**src/rtl/mac_unit_v3.sv**
```systemverilog
// Multi-lane multiply-accumulate unit with a shared weight shift chain.
// Each lane accumulates a 1..W_D step dot product and hands it off over a valid/ready port.
module mac_unit_v3 #(
    parameter int I_W    = 8,
    parameter int W_W    = 8,
    parameter int LANES  = 2,
    parameter int W_D    = 4,
    parameter int RES_W  = 32,
    parameter int SAT_EN = 1,
    localparam int W_D_LOG2 = $clog2(W_D)
) (
    input  logic                     clk,
    input  logic                     reset,
    input  logic [W_D_LOG2-1:0]      cfg_len,
    input  logic                     cfg_signed,
    input  logic [W_W-1:0]           W_in,
    input  logic                     W_en,
    output logic [W_W-1:0]           W_out,
    input  logic                     i_valid,
    output logic                     i_ready,
    input  logic [LANES*I_W-1:0]     i_data,
    input  logic [LANES*RES_W-1:0]   Res_in,
    input  logic                     Res_in_en,
    output logic                     o_valid,
    input  logic                     o_ready,
    output logic [LANES*RES_W-1:0]   o_data,
    output logic [LANES-1:0]         o_ovf,
    output logic                     busy
);

    typedef enum logic [1:0] {IDLE, ACC, OUT} state_t;

    state_t                state, state_nxt;
    logic [W_D_LOG2-1:0]   step, len_q;
    logic                  signed_q;
    logic [W_W-1:0]        w [W_D];
    logic [RES_W-1:0]      acc [LANES];
    logic [RES_W-1:0]      acc_nxt [LANES];
    logic [LANES-1:0]      ovf_q, ovf_add;
    logic                  take, signed_sel;
    logic [W_W-1:0]        w_sel;

    assign take       = i_valid && i_ready;
    assign signed_sel = (state == IDLE) ? cfg_signed : signed_q;
    assign w_sel      = (state == IDLE) ? w[0] : w[step];

    // i_ready depends on registered state only (plus reset, which forces it low).
    assign i_ready = !reset && (state != OUT);
    assign o_valid = (state == OUT);
    assign busy    = (state != IDLE);
    assign W_out   = w[0];
    assign o_ovf   = ovf_q;

    always_ff @(posedge clk or posedge reset) begin
        // NOTE: sequential state uses non-blocking assignments so every flop samples pre-edge values.
        if (reset) state <= IDLE;
        else       state <= state_nxt;
    end

    // NOTE: every always_comb output gets a default first, so no path can infer a latch.
    always_comb begin
        state_nxt = state;
        case (state)
            IDLE: if (take) state_nxt = (cfg_len == '0) ? OUT : ACC;
            ACC:  if (take && step == len_q) state_nxt = OUT;
            OUT:  if (o_ready) state_nxt = IDLE;
            default: state_nxt = IDLE;
        endcase
    end

    // Per-lane product and add in RES_W+1 bits; the extra bit exposes carry or sign overflow.
    always_comb begin : lane_math
        logic [I_W-1:0]            a;
        logic signed [I_W:0]       a_ext;
        logic signed [W_W:0]       w_ext;
        logic signed [I_W+W_W+1:0] prod;
        logic [RES_W-1:0]          base;
        logic signed [RES_W:0]     base_ext, sum;
        for (int l = 0; l < LANES; l++) begin
            a        = i_data[l*I_W +: I_W];
            a_ext    = {signed_sel & a[I_W-1], a};
            w_ext    = {signed_sel & w_sel[W_W-1], w_sel};
            prod     = a_ext * w_ext;
            base     = (state == IDLE) ? (Res_in_en ? Res_in[l*RES_W +: RES_W] : '0) : acc[l];
            base_ext = {signed_sel & base[RES_W-1], base};
            sum      = base_ext + (RES_W+1)'(prod);
            ovf_add[l] = signed_sel ? (sum[RES_W] ^ sum[RES_W-1]) : sum[RES_W];
            acc_nxt[l] = sum[RES_W-1:0];
            if (ovf_add[l] && SAT_EN != 0) begin
                if (!signed_sel)      acc_nxt[l] = '1;
                else if (sum[RES_W])  acc_nxt[l] = {1'b1, {(RES_W-1){1'b0}}};
                else                  acc_nxt[l] = {1'b0, {(RES_W-1){1'b1}}};
            end
        end
    end

    always_ff @(posedge clk or posedge reset) begin
        if (reset) begin
            step     <= '0;
            len_q    <= '0;
            signed_q <= 1'b0;
            ovf_q    <= '0;
            // NOTE: the weight chain and accumulators are plain flops with defined reset values, so they are cleared here.
            for (int j = 0; j < W_D; j++)   w[j]   <= '0;
            for (int l = 0; l < LANES; l++) acc[l] <= '0;
        end else begin
            if (W_en && state == IDLE) begin
                for (int j = 0; j < W_D-1; j++) w[j] <= w[j+1];
                w[W_D-1] <= W_in;
            end
            if (take) begin
                for (int l = 0; l < LANES; l++) acc[l] <= acc_nxt[l];
                if (state == IDLE) begin
                    len_q    <= cfg_len;
                    signed_q <= cfg_signed;
                    step     <= W_D_LOG2'(1);
                    ovf_q    <= ovf_add;
                end else begin
                    step  <= step + 1'b1;
                    ovf_q <= ovf_q | ovf_add;
                end
            end
        end
    end

    always_comb begin
        o_data = '0;
        for (int l = 0; l < LANES; l++) o_data[l*RES_W +: RES_W] = acc[l];
    end

endmodule

```
**config.mk**
```make
export PLATFORM = sky130hd
export DESIGN_NAME = mac_unit_v3
export DESIGN_NICKNAME = d
export VERILOG_FILES = /design/src/rtl/mac_unit_v3.sv
export SDC_FILE = /design/constraint.sdc
export NUM_CORES = 1
export LEC_CHECK = 0
export ABC_AREA = 0
export BUFFER_PORTS_ARGS = -buffer_cell sky130_fd_sc_hd__buf_2
export CAP_MARGIN = 20
export CORE_UTILIZATION = 50
export CTS_CLUSTER_SIZE = 25
export DETAILED_ROUTE_END_ITERATION = 7
export PLACE_DENSITY = 0.69
export SLEW_MARGIN = 30
export SYNTH_ARGS = -nofsm -noshare
export SYNTH_HDL_FRONTEND = slang
export SYNTH_SLANG_ARGS = --single-unit
```
**constraint.sdc**
```tcl
create_clock -name clk -period 22.5 [get_ports clk]
set_input_delay 2.25 -clock clk [delete_from_list [all_inputs] [get_ports clk]]
set_output_delay 2.25 -clock clk [all_outputs]
set_load 0.02 [all_outputs]
```
==> results of run 1 <==
[flip-flops by register name, indices dropped and copies added, names as in the netlist]
name,count
len_q,2
o_ovf,2
step,2
W_out,8
signed_q,1
o_data,64
w,24
state,2
[stage by stage]
step	cell area (um2)	std cells	hold slack, ns	worst slack (ns)
floorplan	17000	2016	0.447	13.83
global placement	18100	2555	0.495	12.65
detailed placement	18100	2555	0.488	12.47
CTS	18400	2571	0.520	12.82
global route	18400	2572	0.539	12.12
finish	18400	2572	0.519	12.73
[placed cells by master (no fill, tap or decap), drive strengths merged, types with 11 or more instances in the layout]
master and instances:
nand2 252, dfrtp 105, o21ai 91, ha 158
xor2 28, o22ai 63, mux2 34, fa 232
a21oi 59, a21o 21, nor3 14, nor2 134
xnor2 33, buf 191, and2 75, mux2i 11
nand3 81, inv 400
[layer usage]
| layer | vias up | GRT usage (%) | part of all wire (%) |
|---|---|---|---|
| met5 | - | 0 | 0.021 |
| met4 | 2 | 8.59 | 2.5 |
| met3 | 64 | 3.72 | 6.4 |
| met2 | 439 | 43.0 | 47 |
| met1 | 6930 | 37.6 | 44 |
| li1 | 6617 | - | - |
[how the worst min path moves through the flow]
| stage | startpoint | end | slack [ns] | cells past startpoint |
|---|---|---|---|---|
| 6_report | o_ovf[1]$_DFFE_PP0P_ | o_ovf[1]$_DFFE_PP0P_ | 0.52 | 1 |
| 5_1_grt | o_ovf[1]$_DFFE_PP0P_ | o_ovf[1]$_DFFE_PP0P_ | 0.54 | 1 |
| 4_1_cts | o_ovf[1]$_DFFE_PP0P_ | o_ovf[1]$_DFFE_PP0P_ | 0.52 | 1 |
| 3_5_place_dp | o_ovf[1]$_DFFE_PP0P_ | o_ovf[1]$_DFFE_PP0P_ | 0.49 | 1 |
| 3_3_place_gp | o_ovf[1]$_DFFE_PP0P_ | o_ovf[1]$_DFFE_PP0P_ | 0.49 | 1 |
| 2_1_floorplan | state[1]$_DFFE_PP0P_ | state[0]$_DFFE_PP0P_ | 0.45 | 1 |
[cell families after synthesis]
| logic type | count (synthesis) | synth area share [%] |
|---|---|---|
| compound gates | 320 | 12.2 |
| simple gates | 599 | 15.8 |
| mux | 45 | 2.91 |
| fa+ha+maj | 390 | 39.0 |
| flops | 105 | 15.5 |
| xor+xnor | 61 | 3.24 |
| buf+inv | 496 | 11.3 |
[layout make-up]
cell class,instances,area share [%]
well taps,448,3.04
multi-input cells,1415,67.6
inverters,396,8.08
clock inverters,6,0.312
clock buffers,10,1.24
diodes,1,0.0136
repair buffers,191,5.43
flip-flops and latches,105,14.3
==> results.env, run 1 <==
ANTENNA_FOUND_INITIAL=2
SYNTH_AREA_UM2=17000
SYNTH-SEQ-AREA-SHARE_PCT=15.5
CRITICAL_PATH.TOP_DELAY_FAMILY='adder cells'
CRITICAL_PATH_REQUIRED_NS=22.75
CTS.SINKS=105
CRITICAL_PATH.N_BUFFERS_INVERTERS=7
GRT.OVERFLOW.TOTAL=0
DETAIL_ROUTE.DRC_VIOLATIONS=0
GRT_SETUP_UNREPAIRED='no'
FINAL_NETS=2605
WORSTPATHARRIVAL_NS=10.02
SYNTHTOLAYOUTAREAGROWTH_PCT=8.63
REGTOREGENDPOINT='o_data[55]$_DFFE_PP0P_'
FF2FF_SETUP_SLACK_NS=13.51
GP_CONGESTION=0.907
WORSTPATHMAXFANOUT=21
TIMING.RR.START='step[1]$_DFFE_PP0P_'
UTILIZATION_PCT=55.1
SYNTHESIS_WARNINGS=0
STATUS='complete, no violations'
DIE_AREA_UM2=34700
CP-STARTPOINT='cfg_signed'
FIRST_GLOBAL_VIAS=14276
MAX_SLEW.WORST_PIN.SLEW_NS=0.906
SYN-INSTANCE-COUNT=2016
CTS_POST_SETUP_BUFFERS_INSERTED=0
GRTUSAGETOTAL_PCT=26.8
PATH_CLASS='input pin to flop'
WORSTSKEWPAIRLATENCY_NS=0.37
SYN-MEAN-INSTANCE-AREA_UM2=8.41
DIE_HEIGHT_UM=186
MULTIINPUTGATEAREA_UM2=12500
CP_SLOWEST_STAGE_DELAY_NS=0.68
CRITICAL_PATH.STARTPOINT_TYPE='input pin'
CTSHOLDBUFFERS=0
CTS_MADE_BUFFERS=9
YS_TOP_CELLS_BY_COUNT='inv_1, nand2_1, fa_1'
SYN-NUM-NETS=2503
FLOORPLAN.ROWS=67
CLOCK-SKEW-FINAL_NS=0.0207
IO_PINS=174
ROUTE.DETAILED.WL_PER_INST_UM=16.9
SYNTHMOSTINSTANTIATEDCELL='inv_1'
FINAL_ANTENNA_NET_COUNT=0
ROUTE.DETAILED.VIAS_PER_INST=5.46
FILLCELLCOUNT=3089
SYNTH_ENABLE_FLOP_CELLS=0
CLOCK_TREE.HTREE_LEVEL_COUNT=3
REPORT.FINAL.SLEW_VIOL_COUNT=0
WORSTHOLDPATHTYPE='flop to flop'
LARGEST_AREA_CONTRIBUTOR_IN_THE_SYNTHESIZED_NETLIST='fa_1'
DRT_ITER0_DRC=867
R2R.WORST_PATH.CELLS=27
POSTSYNTH.ASYNCRESETSHARE_PCT=100
FIRST_PASS_GRT_WIRE_LENGTH_MM=72.7
REGISTER_AREA_UM2=2630
DETAIL_ROUTE.WIRELENGTH_MM=43.6
FIN_TNS_SETUP_NS=0
CTSLONGESTPATHBUFFERS=2
CRITICAL_PATH.SLOWEST_CELL='fa_1'
INITIAL_UTILIZATION_PCT=50.7
POST-ROUTE-MIN-PERIOD_NS=9.77
HOLD_VIOLATIONS=0
IO_BUFFERS=173
FP.COREAREA_UM2=33400
NUM_VIAS=14052
GRT_MAX_DEGREE=73
POST-SYNTH-TOP-AREA-FRACTION_PCT=27.4
YS_SEQ_ELEMENTS=105
CLOCK_TREE_FROM_TRITONCTS='built'
MAXCAPVIOLATIONS=0
FMAX_MHz=102
SLEW-LIMIT-HEADROOM_PCT=39.4
SETUP_VIOL=0
WORST_SETUP_PATH_ENDPOINT='o_data[55]$_DFFE_PP0P_'
TIMING.CRITICAL_PATH.DEPTH=26
SHARE_OF_THE_CLOCK_PERIOD_USED_BY_THE_WORST_PATH_PCT=43.4
DIE_WIDTH_UM=186
POST_ROUTE_CELLS_DRIVE_ABOVE_1_SHARE_PCT=12.7
FIRST_PASS_ITERS=6
CLK_ROOT_BUFFER_CELL='clkbuf_16'
CLK_PIN_SLEW_WORST_PATHS_NS=0.09
POST_SYNTH_NUM_CELL_TYPES=70
SYNTHFLOPTYPE='dfrtp_1'
CTSRESIZECOUNT=0
DETAILED_PLACE_HPWL_MM=34.8
YOSYS-TOP-CELLS-AREA='fa_1, dfrtp_1, ha_1'
CRIT_PATH_END_KIND='flop'
Power of run 1 is not shown: default switching activity piles up to over one toggle a cycle in this logic, so the estimate is an artifact.
==> inputs of run 2 (changes only) <==
--- a/config.mk
+++ b/config.mk
@@ -11,7 +11,7 @@
 export CORE_UTILIZATION = 50
 export CTS_CLUSTER_SIZE = 25
 export DETAILED_ROUTE_END_ITERATION = 7
-export PLACE_DENSITY = 0.69
+export PLACE_DENSITY = 0.72
 export SLEW_MARGIN = 30
 export SYNTH_ARGS = -nofsm -noshare
 export SYNTH_HDL_FRONTEND = slang
==> constraint.sdc (replaced) <==
create_clock -name clk -period 8.5 [get_ports clk]
set_input_delay 0.85 -clock clk [delete_from_list [all_inputs] [get_ports clk]]
set_output_delay 0.85 -clock clk [all_outputs]
set_load 0.02 [all_outputs]
==> results.env, run 2 (same netlist as run 1, synthesis figures left out) <==
STATUS='complete, no violations'
CLK_PIN_SLEW_WORST_PATHS_NS=0.08
CP_SLOWEST_STAGE_DELAY_NS=0.75
PATH_CLASS='flop to flop'
FIRST_PASS_ITERS=5
REPORT.FINAL.SLEW_VIOL_COUNT=0
ROUTE.DETAILED.WL_PER_INST_UM=17.2
CRITICAL_PATH_REQUIRED_NS=8.73
ROUTE.DETAILED.VIAS_PER_INST=5.43
TIMING.RR.START='state[0]$_DFFE_PP0P_'
CTSLONGESTPATHBUFFERS=2
DETAILED_PLACE_HPWL_MM=35.8
DRT_ITER0_DRC=968
HOLD_VIOLATIONS=0
WORSTPATHARRIVAL_NS=8.26
MAX_SLEW.WORST_PIN.SLEW_NS=0.922
POST-ROUTE-MIN-PERIOD_NS=8.03
MAXCAPVIOLATIONS=0
DETAIL_ROUTE.DRC_VIOLATIONS=0
IO_BUFFERS=173
CTS_MADE_BUFFERS=9
FLOORPLAN.ROWS=67
FF2FF_SETUP_SLACK_NS=0.47
INITIAL_UTILIZATION_PCT=50.7
SHARE_OF_THE_CLOCK_PERIOD_USED_BY_THE_WORST_PATH_PCT=94.4
GRT_MAX_DEGREE=69
GRTUSAGETOTAL_PCT=27.1
CTS.SINKS=105
GRT.OVERFLOW.TOTAL=0
WORSTHOLDPATHTYPE='flop to flop'
NUM_VIAS=14049
HOLD_START='w[23]$_DFFE_PP0P_'
CRITICAL_PATH.SLOWEST_CELL='fa_1'
DIE_WIDTH_UM=186
GRT_SETUP_UNREPAIRED='no'
SETUP_VIOL=0
WORSTSKEWPAIRLATENCY_NS=0.38
FINAL_COMMON_CELL='inv_1'
CRITICAL_PATH.STARTPOINT_TYPE='flop'
DIE_HEIGHT_UM=186
FINAL_CELL_COUNT_NO_FILL=2586
DIE_AREA_UM2=34700
CTSHOLDBUFFERS=0
FIRST_GLOBAL_VIAS=14032
CLK_ROOT_BUFFER_CELL='clkbuf_16'
R2R.WORST_PATH.CELLS=28
ANTENNA_FOUND_INITIAL=1
DETAIL_ROUTE.WIRELENGTH_MM=44.4
WORST_CASE_HOLD_PATH_END_POINT='w[23]$_DFFE_PP0P_'
MOST-COMMON-LAYOUT-CELLS='inv_1, nand2_1, fa_1'
CLOCK_TREE_FROM_TRITONCTS='built'
CLOCK_TREE.HTREE_LEVEL_COUNT=3
FP.COREAREA_UM2=33400
GP_CONGESTION=0.910
SYNTHTOLAYOUTAREAGROWTH_PCT=9.50
REGTOREGENDPOINT='o_data[16]$_DFFE_PP0P_'
FLIP_FLOP_COUNT_OF_THE_LARGEST_REGISTER_AFTER_LAYOUT=64
CRIT_PATH_END_KIND='flop'
IO_PINS=174
INSERTEDDIODECOUNT=0
FINAL_ANTENNA_NET_COUNT=0
CLOCK-SKEW-FINAL_NS=0.0144
WORSTHOLDPATHCELLS=1
FINAL_NETS=2620
DPL.CELL_COUNT=2562
WORSTPATHMAXFANOUT=31
FMAX_MHz=125
POST_ROUTE_CELLS_DRIVE_ABOVE_1_SHARE_PCT=13.7
FIRST_PASS_GRT_WIRE_LENGTH_MM=72.7
FIN_TNS_SETUP_NS=0
SLEW-LIMIT-HEADROOM_PCT=38.3
run 2: cell types whose count changed in the layout (fill, tap and decap cells not counted), sizes merged:
| cell | change |
|---|---|
| clkinvlp | +3 |
| clkinv | +1 |
| inv | -3 |
| diode | -1 |
| buf | +15 |
| clkbuf | -1 |
run 2: worst max-delay path by stage:
stage,endpoint,startpoint
after CTS,o_data[7]$_DFFE_PP0P_,step[1]$_DFFE_PP0P_
final,o_data[16]$_DFFE_PP0P_,state[0]$_DFFE_PP0P_
after global placement,o_data[10]$_DFFE_PP0P_,step[1]$_DFFE_PP0P_
after floorplan,o_data[32]$_DFFE_PP0P_,step[1]$_DFFE_PP0P_
after detailed placement,o_data[10]$_DFFE_PP0P_,step[1]$_DFFE_PP0P_
after global routing,o_data[44]$_DFFE_PP0P_,state[0]$_DFFE_PP0P_
run 2: what timing repair did:
action / 4_1_cts / 5_1_grt
hold endpoints to repair: 0 / 0
resized for setup: 0 / 9
endpoints found under the setup margin: 0 / 64
buffers inserted: 0 / 8
run 2: layout make-up:
cell class / count / area [um2]
Sequential cell: 105 / 2630
Clock buffer: 9 / 225
Tap cell: 448 / 561
Inverter: 396 / 1500
Multi-Input combinational cell: 1415 / 12500
Timing Repair Buffer: 206 / 1120
Fill cell: 3122 / 14900
Clock inverter: 7 / 61.3
run 2: worst max-delay path: cells and delay by family, from the launching register on:
family	cells	cell delay, ns
fa+ha+maj	6	3.21
compound gates	6	1.62
buf+inv	9	1.27
simple gates	6	1.08
flops	1	0.46
xor+xnor	1	0.20
run 2: layer usage:
layer	wire (um)	vias to the layer above	GRT usage (%)	share of wire (%)
li1	-	6652	-	-
met1	19800	6893	38.4	45
met2	20300	433	41.8	46
met3	3060	69	5.41	6.9
met4	1190	2	8.26	2.7
met5	9	-	0	0.020
run 2: per-stage QoR:
step	instance area, um2	hold WS [ns]	util [%]	setup WS [ns]
after floorplan	17000	0.447	-	0.879
after global placement	18200	0.511	54.4	0.371
after detailed placement	18200	0.514	54.4	0.164
after CTS	18500	0.535	55.2	0.0956
after global routing	18600	0.551	55.5	0.0186
final	18600	0.535	55.5	0.473
Power of run 2 is left out for the same reason.
==> inputs of run 3 (changes only) <==
--- a/config.mk
+++ b/config.mk
@@ -11,8 +11,8 @@
 export CORE_UTILIZATION = 50
 export CTS_CLUSTER_SIZE = 25
 export DETAILED_ROUTE_END_ITERATION = 7
+export MAX_ROUTING_LAYER = met4
 export PLACE_DENSITY = 0.72
-export SLEW_MARGIN = 30
 export SYNTH_ARGS = -nofsm -noshare
 export SYNTH_HDL_FRONTEND = slang
 export SYNTH_SLANG_ARGS = --single-unit
==> results.env, run 3 (same netlist as run 1, synthesis figures left out) <==
CLOCK-SKEW-FINAL_NS=0.00877
DETAILED_PLACE_HPWL_MM=35.9
POST_ROUTE_CELLS_DRIVE_ABOVE_1_SHARE_PCT=14.0
REPORT.FINAL.SLEW_VIOL_COUNT=0
SLEW-LIMIT-HEADROOM_PCT=34.0
CTS.SINKS=105
GP_CONGESTION=0.952
FLIP_FLOP_COUNT_OF_THE_LARGEST_REGISTER_AFTER_LAYOUT=64
CTSLONGESTPATHBUFFERS=2
CRIT_PATH_END_KIND='flop'
CLOCK_TREE.HTREE_LEVEL_COUNT=3
DETAIL_ROUTE.DRC_VIOLATIONS=0
FILLCELLCOUNT=3042
POST-ROUTE-MIN-PERIOD_NS=8.01
DIE_WIDTH_UM=186
SHARE_OF_THE_CLOCK_PERIOD_USED_BY_THE_WORST_PATH_PCT=94.2
MAXCAPVIOLATIONS=0
CLK_ROOT_BUFFER_CELL='clkbuf_16'
INITIAL_UTILIZATION_PCT=50.7
SYNTHTOLAYOUTAREAGROWTH_PCT=9.93
GRT.OVERFLOW.TOTAL=0
DETAIL_ROUTE.WIRELENGTH_MM=44.7
FMAX_MHz=125
FINAL_COMMON_CELL='inv_1'
ROUTE.DETAILED.VIAS_PER_INST=5.42
GRT.MET3_USAGE_PCT=4.05
GRT_MOST_USED_LAYER='met2'
NUM_VIAS=14061
FINAL_ANTENNA_NET_COUNT=0
MAX_SLEW.WORST_PIN.SLEW_NS=0.987
CLK_PIN_SLEW_WORST_PATHS_NS=0.08
STATUS='complete, no violations'
DIE_HEIGHT_UM=186
FF2FF_SETUP_SLACK_NS=0.49
FLOORPLAN.ROWS=67
FINAL_NETS=2628
GRTUSAGETOTAL_PCT=28.1
ANTENNA_FOUND_INITIAL=2
IO_BUFFERS=173
WORSTPATHMAXFANOUT=31
PATH_CLASS='flop to flop'
CLOCK_TREE_FROM_TRITONCTS='built'
FIRST_PASS_GRT_WIRE_LENGTH_MM=73.5
FIRST_GLOBAL_VIAS=14142
FP.COREAREA_UM2=33400
WORSTHOLDPATHTYPE='flop to flop'
CTSHOLDBUFFERS=0
GRT_USE_MET2_PCT=43.0
IO_PINS=174
GRT_MAX_DEGREE=69
HOLD-WORST-SLACK_NS=0.531
HOLD_VIOLATIONS=0
CRITICAL_PATH.STARTPOINT_TYPE='flop'
ROUTE.DETAILED.WL_PER_INST_UM=17.2
GRT.MET1_USAGE_PCT=39.2
MOST-COMMON-LAYOUT-CELLS='inv_1, nand2_1, fa_1'
CTS_MADE_BUFFERS=9
SETUP_VIOL=0
DIE_AREA_UM2=34700
CRITICAL_PATH_REQUIRED_NS=8.74
DRT_ITER0_DRC=1069
FIRST_PASS_ITERS=5
WORSTPATHARRIVAL_NS=8.25
WORSTSKEWPAIRLATENCY_NS=0.38
[run 3: cell type report]
type	count	area [um2]	share of cell area, %
diodes	2	5.00	0.0268
multi-input cells	1415	12500	66.9
repair buffers	214	1180	6.36
flip-flops and latches	105	2630	14.1
well taps	448	561	3.01
clock buffers	10	229	1.23
clock inverters	6	57.6	0.309
inverters	396	1500	8.07
[run 3: path summary, 6_finish.rpt]
kind | endpoint | from | cells after the start
worst max register to register | o_data[12]$_DFFE_PP0P_ | step[1]$_DFFE_PP0P_ | 27
max in group asynchronous | step[1]$_DFFE_PP0P_ | reset | 3
worst min register to register | W_out[7]$_DFFE_PP0P_ | w[23]$_DFFE_PP0P_ | 1
worst max-delay path | o_data[12]$_DFFE_PP0P_ | step[1]$_DFFE_PP0P_ | 27
worst min-delay path | W_out[7]$_DFFE_PP0P_ | w[23]$_DFFE_PP0P_ | 1
min in group asynchronous | o_data[31]$_DFFE_PP0P_ | reset | 2
[run 3: routing by layer]
| layer | wire [um] | share of wire, % | vias up |
|---|---|---|---|
| met1 | 20700 | 46 | 6954 |
| met3 | 2440 | 5.5 | 48 |
| met5 | 0 | 0 | - |
| li1 | - | - | 6660 |
| met4 | 825 | 1.8 | 0 |
| met2 | 20800 | 46 | 399 |
[run 3: worst max-delay path: stages, from the launching register on]
cell and delay [ns]:
dfrtp_2 0.60, nor2_1 0.09, nor2_2 0.23, nor2_1 0.07
a21oi_1 0.35, nand2_1 0.21, fa_1 0.57, inv_1 0.14
fa_1 0.62, inv_1 0.15, fa_1 0.77, clkinvlp_4 0.25
buf_4 0.20, fa_1 0.48, inv_1 0.05, fa_1 0.47
inv_1 0.04, ha_1 0.32, nand2_1 0.11, nor3_2 0.34
inv_2 0.07, a211oi_2 0.23, a211oi_2 0.10, o41ai_4 0.41
xnor2_2 0.20, a211oi_4 0.26, buf_4 0.36, o22ai_1 0.16
[run 3: timing repair]
item,CTS,global route
setup buffers,0,16
hold endpoints to repair,0,0
endpoints found under the setup margin,0,64
gates resized for setup,0,12
[run 3: through the flow]
step / instance area [um2] / util, % / std cells / TNS, ns / worst slack (ns)
after floorplan: 17000 / - / 2016 / 0 / 0.879
after global placement: 18200 / 54.4 / 2562 / 0 / 0.306
after detailed placement: 18200 / 54.4 / 2562 / 0 / 0.0481
after CTS: 18500 / 55.2 / 2578 / 0 / 0.0148
after global routing: 18600 / 55.7 / 2596 / -0.288 / -0.0281
final: 18600 / 55.7 / 2596 / 0 / 0.491
Power of run 3 is left out for the same reason.
